[src/rtl/ysyx_25030085_defs.sv]
// Shared core definitions: handshake FSM encodings, bus response codes and
// the fetch result payload used by the IFU and the LSU read path.
package ysyx_25030085_defs;

  localparam int unsigned XLEN = 32;

  typedef enum logic [1:0] {
    IDLE = 2'd0,
    REQ  = 2'd1,
    WAIT = 2'd2,
    HOLD = 2'd3
  } xfer_state_e;

  localparam logic [1:0] RESP_OKAY = 2'b00;

  typedef struct packed {
    logic [XLEN-1:0] inst;
    logic [XLEN-1:0] pc;
    logic            err;
  } fetch_pkt_t;

endpackage

[src/rtl/ysyx_25030085_ifu.sv]
// Instruction fetch unit: one AXI4-Lite-style read per instruction, holds the
// word until decode accepts it, and tells the PC register when to step.
module ysyx_25030085_ifu
  import ysyx_25030085_defs::*;
#(
  parameter logic [31:0] NOP_INST = 32'h0000_0013,
  parameter int unsigned TIMEOUT  = 255
) (
  input  logic        clk,
  input  logic        rst,
  input  logic [31:0] pc,
  input  logic        fetch_en,
  input  logic        flush,
  output logic [31:0] araddr,
  output logic        arvalid,
  input  logic        arready,
  input  logic [31:0] rdata,
  input  logic [1:0]  rresp,
  input  logic        rvalid,
  output logic        rready,
  output logic [31:0] inst,
  output logic [31:0] inst_pc,
  output logic        inst_valid,
  input  logic        inst_ready,
  output logic        fetch_err,
  output logic        pc_advance
);

  localparam int unsigned CNT_W = 8;
  localparam logic [CNT_W-1:0] CNT_LAST = CNT_W'(TIMEOUT - 1);

  xfer_state_e      state, state_n;
  logic             drop, drop_n;
  logic [CNT_W-1:0] cnt, cnt_n;
  logic [31:0]      addr_q, addr_n;
  fetch_pkt_t       pkt, pkt_n;

  always_ff @(posedge clk) begin
    if (rst) begin
      state  <= IDLE;
      drop   <= 1'b0;
      cnt    <= '0;
      addr_q <= '0;
      pkt    <= '0;
    end else begin
      state  <= state_n;
      drop   <= drop_n;
      cnt    <= cnt_n;
      addr_q <= addr_n;
      pkt    <= pkt_n;
    end
  end

  always_comb begin
    state_n = state;
    drop_n  = drop;
    cnt_n   = cnt;
    addr_n  = addr_q;
    pkt_n   = pkt;
    unique case (state)
      IDLE: begin
        // An abandoned beat must drain before a new read may be issued.
        if (drop && rvalid) drop_n = 1'b0;
        if (fetch_en && !drop) begin
          addr_n   = pc;
          pkt_n.pc = pc;
          if (pc[1:0] == 2'b00) begin
            state_n = REQ;
          end else begin
            pkt_n.inst = NOP_INST;
            pkt_n.err  = 1'b1;
            state_n    = HOLD;
          end
        end
      end
      REQ: begin
        if (flush) drop_n = 1'b1;
        if (arready) begin
          state_n = WAIT;
          cnt_n   = '0;
        end
      end
      WAIT: begin
        if (rvalid) begin
          if (drop || flush) begin
            drop_n  = 1'b0;
            state_n = IDLE;
          end else begin
            pkt_n.inst = rdata;
            pkt_n.err  = (rresp != RESP_OKAY);
            state_n    = HOLD;
          end
        end else begin
          if (flush) drop_n = 1'b1;
          cnt_n = cnt + CNT_W'(1);
          // Timeout leaves the beat outstanding; the drop flag absorbs it later.
          if (cnt == CNT_LAST) begin
            drop_n = 1'b1;
            if (drop || flush) begin
              state_n = IDLE;
            end else begin
              pkt_n.inst = NOP_INST;
              pkt_n.err  = 1'b1;
              state_n    = HOLD;
            end
          end
        end
      end
      HOLD: begin
        if (drop && rvalid) drop_n = 1'b0;
        if (flush || inst_ready) state_n = IDLE;
      end
      default: state_n = IDLE;
    endcase
  end

  assign araddr     = addr_q;
  assign arvalid    = (state == REQ);
  assign rready     = (state == WAIT) || (drop && (state == IDLE || state == HOLD));
  assign inst       = pkt.inst;
  assign inst_pc    = pkt.pc;
  assign fetch_err  = pkt.err;
  assign inst_valid = (state == HOLD) && !flush;
  assign pc_advance = inst_valid && inst_ready;

endmodule

[config.mk]
export PLATFORM = sky130hd
export DESIGN_NAME = ysyx_25030085_ifu
export DESIGN_NICKNAME = d
export VERILOG_FILES = /design/src/rtl/ysyx_25030085_defs.sv /design/src/rtl/ysyx_25030085_ifu.sv
export SDC_FILE = /design/constraint.sdc
export NUM_CORES = 1
export LEC_CHECK = 0
export ABC_AREA = 1
export ABC_CLOCK_PERIOD_IN_PS = 2650
export CAP_MARGIN = 40
export CORE_MARGIN = 2
export CORE_UTILIZATION = 41
export DETAILED_ROUTE_END_ITERATION = 8
export PLACE_DENSITY = 0.77
export SYNTH_ARGS = -nofsm -noshare
export SYNTH_HDL_FRONTEND = slang
export SYNTH_SLANG_ARGS = --single-unit
[constraint.sdc]
create_clock -name clk -period 2.65 [get_ports clk]
set_input_delay 0.53 -clock clk [delete_from_list [all_inputs] [get_ports clk]]
set_output_delay 0.53 -clock clk [all_outputs]
set_load 0.05 [all_outputs]
* Word-level counts from Yosys, hierarchy flattened
Cells that the tools add are included. Widths: inputs -> output; s select.
Operators by class: eq/ne operators 13, reduce and logical (&&, ||, !) cells 22, add/sub/neg operators 1, mux-type cells 30
Operators with widths (count):
- $mux 32 | 5
- $mux 65 | 1
- $pmux 32 s2 | 1
- $mux 8 | 2
- $pmux 8 s2 | 1
- $mux 2 | 7
- $mux 1 | 10
- $ne 2x2->1 const B | 5
- $add 8x1->8 const B | 1
- $eq 8x8->1 const B | 1
- $pmux 2 s4 | 1
- $ne 3x3->1 const B | 2
- $reduce_bool 2->1 | 3
- $logic_and 1x1->1 | 5
- $reduce_and 5->1 | 1
- $eq 2x2->1 const B | 2
- $logic_not 2->1 | 2
- $logic_or 1x1->1 | 4
- $ne 2x1->1 const B | 2
- $reduce_and 2->1 | 2
- $reduce_and 4->1 | 1
- $pmux 1 s3 | 1
- $reduce_and 3->1 | 1
- $eq 2x1->1 const B | 1
- other kinds (3) | 4
Storage, ports and cells: word-level logic and storage cells 72, output and inout bits 101, bits of input ports 73, register bits after elaboration 76

* Logic depth before layout (Yosys ltp)
Gate-level depths: netlist (run 1).
depth after elaboration 5, mapped depth 10

* Worst setup path before layout (run 1)
OpenSTA, ideal clock, no wires.
kind register -> output, from register state[0], to output rready, arrival 1.813 ns, required time 2.120 ns, setup slack 0.307 ns, stages on the path, launching flop included 4, cells stage by stage dfxtp_1 inv_1 ha_1 o21ai_0
On the way: longest elaborated chain between the ends 4, elaborated cells on any way between the ends 6
Ends and longest elaborated chain:
- start, declared | line ysyx_25030085_ifu.sv:32 | xfer_state_e state, state_n;
- start signal, assigned | line ysyx_25030085_ifu.sv:46 | state <= state_n;
- $eq 2x2->1 / $logic_not 2->1 (equally long branches) | line ysyx_25030085_ifu.sv:119 | assign rready = (state == WAIT) || (drop && (state == IDLE || state == HOLD));
- $logic_or 1x1->1 | line ysyx_25030085_ifu.sv:119
- $logic_and 1x1->1 | line ysyx_25030085_ifu.sv:119
- $logic_or 1x1->1 * | line ysyx_25030085_ifu.sv:119
- end, declared | line ysyx_25030085_ifu.sv:20 | output logic rready,
Every way passes the cells marked *; elsewhere a longest branch is shown, timed or not.

* Worst setup path after layout (run 1)
from register state[1], to output arvalid
On the way: longest elaborated chain between the ends 1
Ends and longest elaborated chain:
- $eq 2x1->1 | line ysyx_25030085_ifu.sv:118 | assign arvalid = (state == REQ);
- end, declared | line ysyx_25030085_ifu.sv:15 | output logic arvalid,
No other way between the ends.

==> impl_metrics.ini, run 1 <==
[die]
die_x_um = 99.4
ioPinCount = 174
core_area_um2 = 8760
initial_utilization_pct = 42.6
dieArea_um2 = 9890
rows = 34
die_y_um = 99.4

[global_route]
grt_pass1_vias = 3413
grt_use_total_pct = 20.8
overflow = 0
grt_first_pass_wirelength_mm = 16.7
grt_max_degree = 64
antenna_found_initial = 0

[layout]
ff_latch_area_um2 = 1520
multiInputGateArea_um2 = 1600
nFillCells = 758
drive_above_1_share_pct = 6.56
diodes = 0
area_delta_synth_final_pct = 47.7
fin_nets = 729
design_area_um2 = 5520

[clock_network]
cts_resized = 0
postCtsHoldBufs = 0
htree_num_levels = 3
cts_tree = built
postCtsSetupRepairBufs = 0
cts_root_buffer = clkbuf_8
clk_pin_slew_ns = 0.09
clk_latency_ns = 0.35
cts.sinks = 76
cts_max_path_buffers = 2
cts_made_buffers = 9

[yosys]
synth_top_cell_area_share_pct = 40.8
synthArstFlopShare_pct = 0
synthCells = 522
synthTopCellsByArea = dfxtp_1 41%, nand2_1 9.9%, a21oi_1 9.2%
synth_top_cell_by_area = dfxtp_1
synthTopCellsByCount = 98 x nand2_1, 76 x dfxtp_1, 69 x a21oi_1, 55 x nor2_1, 50 x inv_1
yosysUniqueCellTypes = 30
synth_most_common_cell = nand2_1
synth_fp_nets = 601
yosysSeqAreaShare_pct = 40.8
avgSynthCellArea_um2 = 7.15
synth_edf_count = 0
synth_seq_cells = 76
ys_warn_count = 0
synthFlopType = dfxtp_1
synth_area_um2 = 3730

[place]
gp_congestion = 0.847
dp_hpwl_mm = 7.70
dp_slack_ns = 0.195
dpl_cell_area_um2 = 5270
port_buffers = 173

[detailed_routing]
wirelength_mm = 10.4
viasPerCell = 4.91
vias = 3747
wl_per_cell_um = 13.7
drc_errors = 0
antenna_left = 0
initialDrtViolationCount = 171
first_pass_iters = 4

[timing]
final_max_slew_viol_count = 0
hold_viol = 0
tightest_slew_ns = 0.709
setup_violations = 0
tns_ns = 0
fmax_mhz = 400
fin_ws_ns = 0.152
rsz0062_at_grt = no
fin_crit_sh_pct = 94.3
relSlewSlack_pct = 52.4
finalClockSkew_ns = 0.00723
final.min_clock_period_ns = 2.50

[power_and_ir_drop]
p_total_mw = 7.25
peakVddDrop_mv = 0.906
p_leak_nw = 2.20
powerDensity_nw_per_um2 = 1310

[run]
drv_cap = 0

[min_path]
min_delay_path_depth = 2
hold_class = flip-flop to flip-flop

[worst_setup_path]
critPathKind = flip-flop to output pin
worst_r2r_path_depth = 8
crit_fanout = 6
cp-start-kind = flip-flop
cp-end-kind = output pin
arrival_ns = 1.97
crit_required_ns = 2.12

[outcome]
status = finished, final reports clean
## per-stage QoR
| stage | hold WS, ns | instances | util, % |
|---|---|---|---|
| 2_1_floorplan | 0.452 | 522 | - |
| 3_3_place_gp | 0.446 | 747 | 60.1 |
| 3_5_place_dp | 0.456 | 747 | 60.1 |
| 4_1_cts | 0.468 | 763 | 62.9 |
| 5_1_grt | 0.485 | 763 | 62.9 |
| 6_report | 0.462 | 763 | 62.9 |
## final cells by class
cell class,instances,area share (%)
Inverter,54,3.68
Timing Repair Buffer,178,32.8
Clock inverter,7,2.25
Clock buffer,9,2.25
Multi-Input combinational cell,331,28.9
Tap cell,108,2.45
Sequential cell,76,27.6
## sequential cells by signal (all words and copies together) (netlist names)
| name | cells |
|---|---|
| fetch_err | 1 |
| state | 2 |
| drop | 1 |
| inst_pc | 32 |
| inst | 32 |
| cnt | 8 |
## layout by cell type (no fill, tap or decap), types with 3 or more instances in the layout
| master | count |
|---|---|
| a21oi_1 | 69 |
| buf_12 | 4 |
| buf_4 | 4 |
| bufinv_16 | 3 |
| clkbuf_8 | 9 |
| clkdlybuf4s50_1 | 170 |
| dfxtp_1 | 76 |
| ha_1 | 6 |
| inv_1 | 49 |
| inv_2 | 4 |
| nand2_1 | 98 |
| nand2_2 | 6 |
| nand3_1 | 33 |
| nand3b_1 | 6 |
| nand4_1 | 4 |
| nor2_1 | 55 |
| nor2_2 | 3 |
| o21ai_0 | 38 |
## layer usage
layer  track usage, %  share of wire [%]  routed length [um]  vias up
met2             37.6                 52                5480      103
met1             25.4                 41                4260     1744
met5                0                  0                   0        -
met3             3.09                5.3                 554       14
li1                 -                  -                   -     1886
met4             6.43                1.5                 157        0
## final timing paths
kind,start,endpoint,slack (ns)
max,state[1],arvalid,0.15
min,inst_pc[16],inst_pc[16],0.46
max reg2reg,state[0],inst[28],0.44
min reg2reg,inst_pc[16],inst_pc[16],0.46
## power breakdown
part	leakage [nW]	switching, mW	internal, mW
Combinational	1.45	2.96	1.48
Sequential	0.626	0.240	1.48
Clock	0.120	0.459	0.632
## critical path: stages, from the launching register on
cell             delay (ns)
dfxtp_1                0.33
inv_1                  0.10
ha_1                   0.31
clkdlybuf4s50_1        0.87
## logic make-up after synthesis
kind of cell | synth area share (%)
compound gates | 15.3
simple gates | 25.2
fa+ha+maj | 2.01
xor+xnor | 0.235
flops | 40.8
buf+inv | 16.5
No activity file was read; power rests on OpenSTA's default activity.
==> inputs of run 2 (changes only) <==
- CORE_ASPECT_RATIO: unset -> 1.4
- SETUP_SLACK_MARGIN: unset -> 0.02
==> run 2 against run 1 <==
Effect of this change: sequential power about the same; fmax increased by 8.5%; global-route usage decreased by 2.1 points; clock power increased by 17%; die area increased by 0.11%; critical path type unchanged; total power increased by 1.9%; cell count unchanged; via count decreased by 1.0%; wire length decreased by 8.3%; register-to-register slack improved by 0.09 ns.
==> impl_metrics.ini, run 2 (synthesized netlist as in run 1, its figures left out) <==
[place]
place_inst = 748
dp_hpwl_mm = 7.08
port_buffers = 173
gp_congestion = 0.804
dpl_cell_area_um2 = 5280

[timing]
fmax_mhz = 434
final.min_clock_period_ns = 2.30
tightest_slew_ns = 0.624
hold_viol = 0
tns_ns = 0
setup_violations = 0
finalClockSkew_ns = 0.00525
rsz0062_at_grt = no
relSlewSlack_pct = 58.4
final_max_slew_viol_count = 0
fin_crit_sh_pct = 86.9

[die]
core_area_um2 = 8930
rows = 41
dieArea_um2 = 9900
ioPinCount = 174
die_y_um = 117
die_x_um = 84.7
initial_utilization_pct = 41.8

[worst_setup_path]
worst-path-buf-inv = 2
cp-start-kind = flip-flop
crit_family = buffers and inverters
critPathSlowestCell = clkdlybuf4s50_1
worst_r2r_path_depth = 9
crit_required_ns = 2.12
reg2reg_to = inst[8]
r2r_slack_ns = 0.53
r2r-start = state[0]
arrival_ns = 1.77
slowest_delay_ns = 0.82
crit_fanout = 3
cp-end-kind = output pin
cp_cell_sequence = inv_1 > ha_1 > clkdlybuf4s50_1
critPathKind = flip-flop to output pin

[clock_network]
htree_num_levels = 3
cts.sinks = 76
cts_tree = built
postCtsHoldBufs = 0
cts_resized = 0
cts_made_buffers = 9
clk_pin_slew_ns = 0.05
cts_max_path_buffers = 2
clk_latency_ns = 0.33
postCtsSetupRepairBufs = 0
cts_root_buffer = clkbuf_16

[run]
drv_cap = 0

[min_path]
holdPathEnd = inst_pc[26]
min_delay_path_depth = 2
hold_start = inst_pc[26]
hold_class = flip-flop to flip-flop

[layout]
layout.cells.non_filler = 763
fin_nets = 731
design_area_um2 = 5600
drive_above_1_share_pct = 6.55
mostFrequentLayoutCells = 170 x clkdlybuf4s50_1, 98 x nand2_1, 76 x dfxtp_1
area_delta_synth_final_pct = 49.9
final_common_cell = clkdlybuf4s50_1
diodes = 0

[detailed_routing]
first_pass_iters = 4
wl_met2_mm = 4.53
wl_met1_mm = 3.97
wirelength_mm = 9.58
initialDrtViolationCount = 146
viasPerCell = 4.86
drc_errors = 0
wl_met3_um = 810
wl_per_cell_um = 12.6
highest_layer = met4
antenna_left = 0
vias = 3708

[power_and_ir_drop]
p_total_mw = 7.39
p_leak_nw = 2.25
peakVddDrop_mv = 0.712
powerDensity_nw_per_um2 = 1320

[global_route]
antenna_found_initial = 0
grt_pass1_vias = 3338
grt_use_total_pct = 18.7
grt_first_pass_wirelength_mm = 15.0
grt_max_degree = 64
overflow = 0

[outcome]
status = finished, final reports clean
-- run 2: changes by cell type in the layout (fill, tap and decap cells not counted) --
| cell | before | now |
|---|---|---|
| clkbuf_16 | 0 | 9 |
| clkbuf_1 | 0 | 1 |
| buf_4 | 4 | 6 |
| clkbuf_8 | 9 | 1 |
| inv_6 | 1 | 0 |
| clkinvlp_4 | 1 | 0 |
| bufinv_16 | 3 | 2 |
| clkinv_2 | 0 | 1 |
| clkinv_4 | 2 | 1 |
-- run 2: final cells by class --
cell class                      instances  area, um2
Fill cell                             776       3330
Sequential cell                        76       1520
Clock buffer                           11        243
Timing Repair Buffer                  180       1830
Inverter                               54        203
Tap cell                              107        134
Multi-Input combinational cell        331       1600
Clock inverter                          4       73.8
-- run 2: how the worst max path moves through the flow --
stage	from	to	slack [ns]	cells after the start
final	state[1]	arvalid	0.35	3
after global routing	state[1]	arvalid	0.28	3
after CTS	state[1]	arvalid	0.31	3
after detailed placement	fetch_en	inst[17]	0.38	9
after global placement	fetch_en	inst[1]	0.45	9
after floorplan	state[0]	rready	0.31	3
-- run 2: tightest hold or removal path, delay by kind of cell, from the launching register on --
family / cells / cell delay, ns
compound gates: 1 / 0.05
buf+inv: 1 / 0.05
flops: 1 / 0.31
-- run 2: where the power goes --
group          switching (mW)  internal (mW)
clock network           0.434          0.844
registers               0.224           1.48
logic                    2.93           1.48
total                    3.59           3.80
-- run 2: routing by layer --
metal	vias up	GRT usage (%)
met5	-	0
met4	0	10.4
met3	18	5.26
met2	161	31.7
met1	1636	21.5
li1	1893	-
-- run 2: stage by stage --
stage / hold WS, ns / setup WS (ns) / util, %
final: 0.457 / 0.347 / 62.7
after global routing: 0.477 / 0.284 / 62.7
after CTS: 0.461 / 0.313 / 62.7
after detailed placement: 0.452 / 0.377 / 59.2
after global placement: 0.444 / 0.449 / 59.2
after floorplan: 0.452 / 0.307 / -
==> inputs of run 3 (changes only) <==
- SKIP_LAST_GASP: unset -> 1
==> results of run 3 <==
Same layout as run 2: the final DEF is identical, and so are final timing and power.
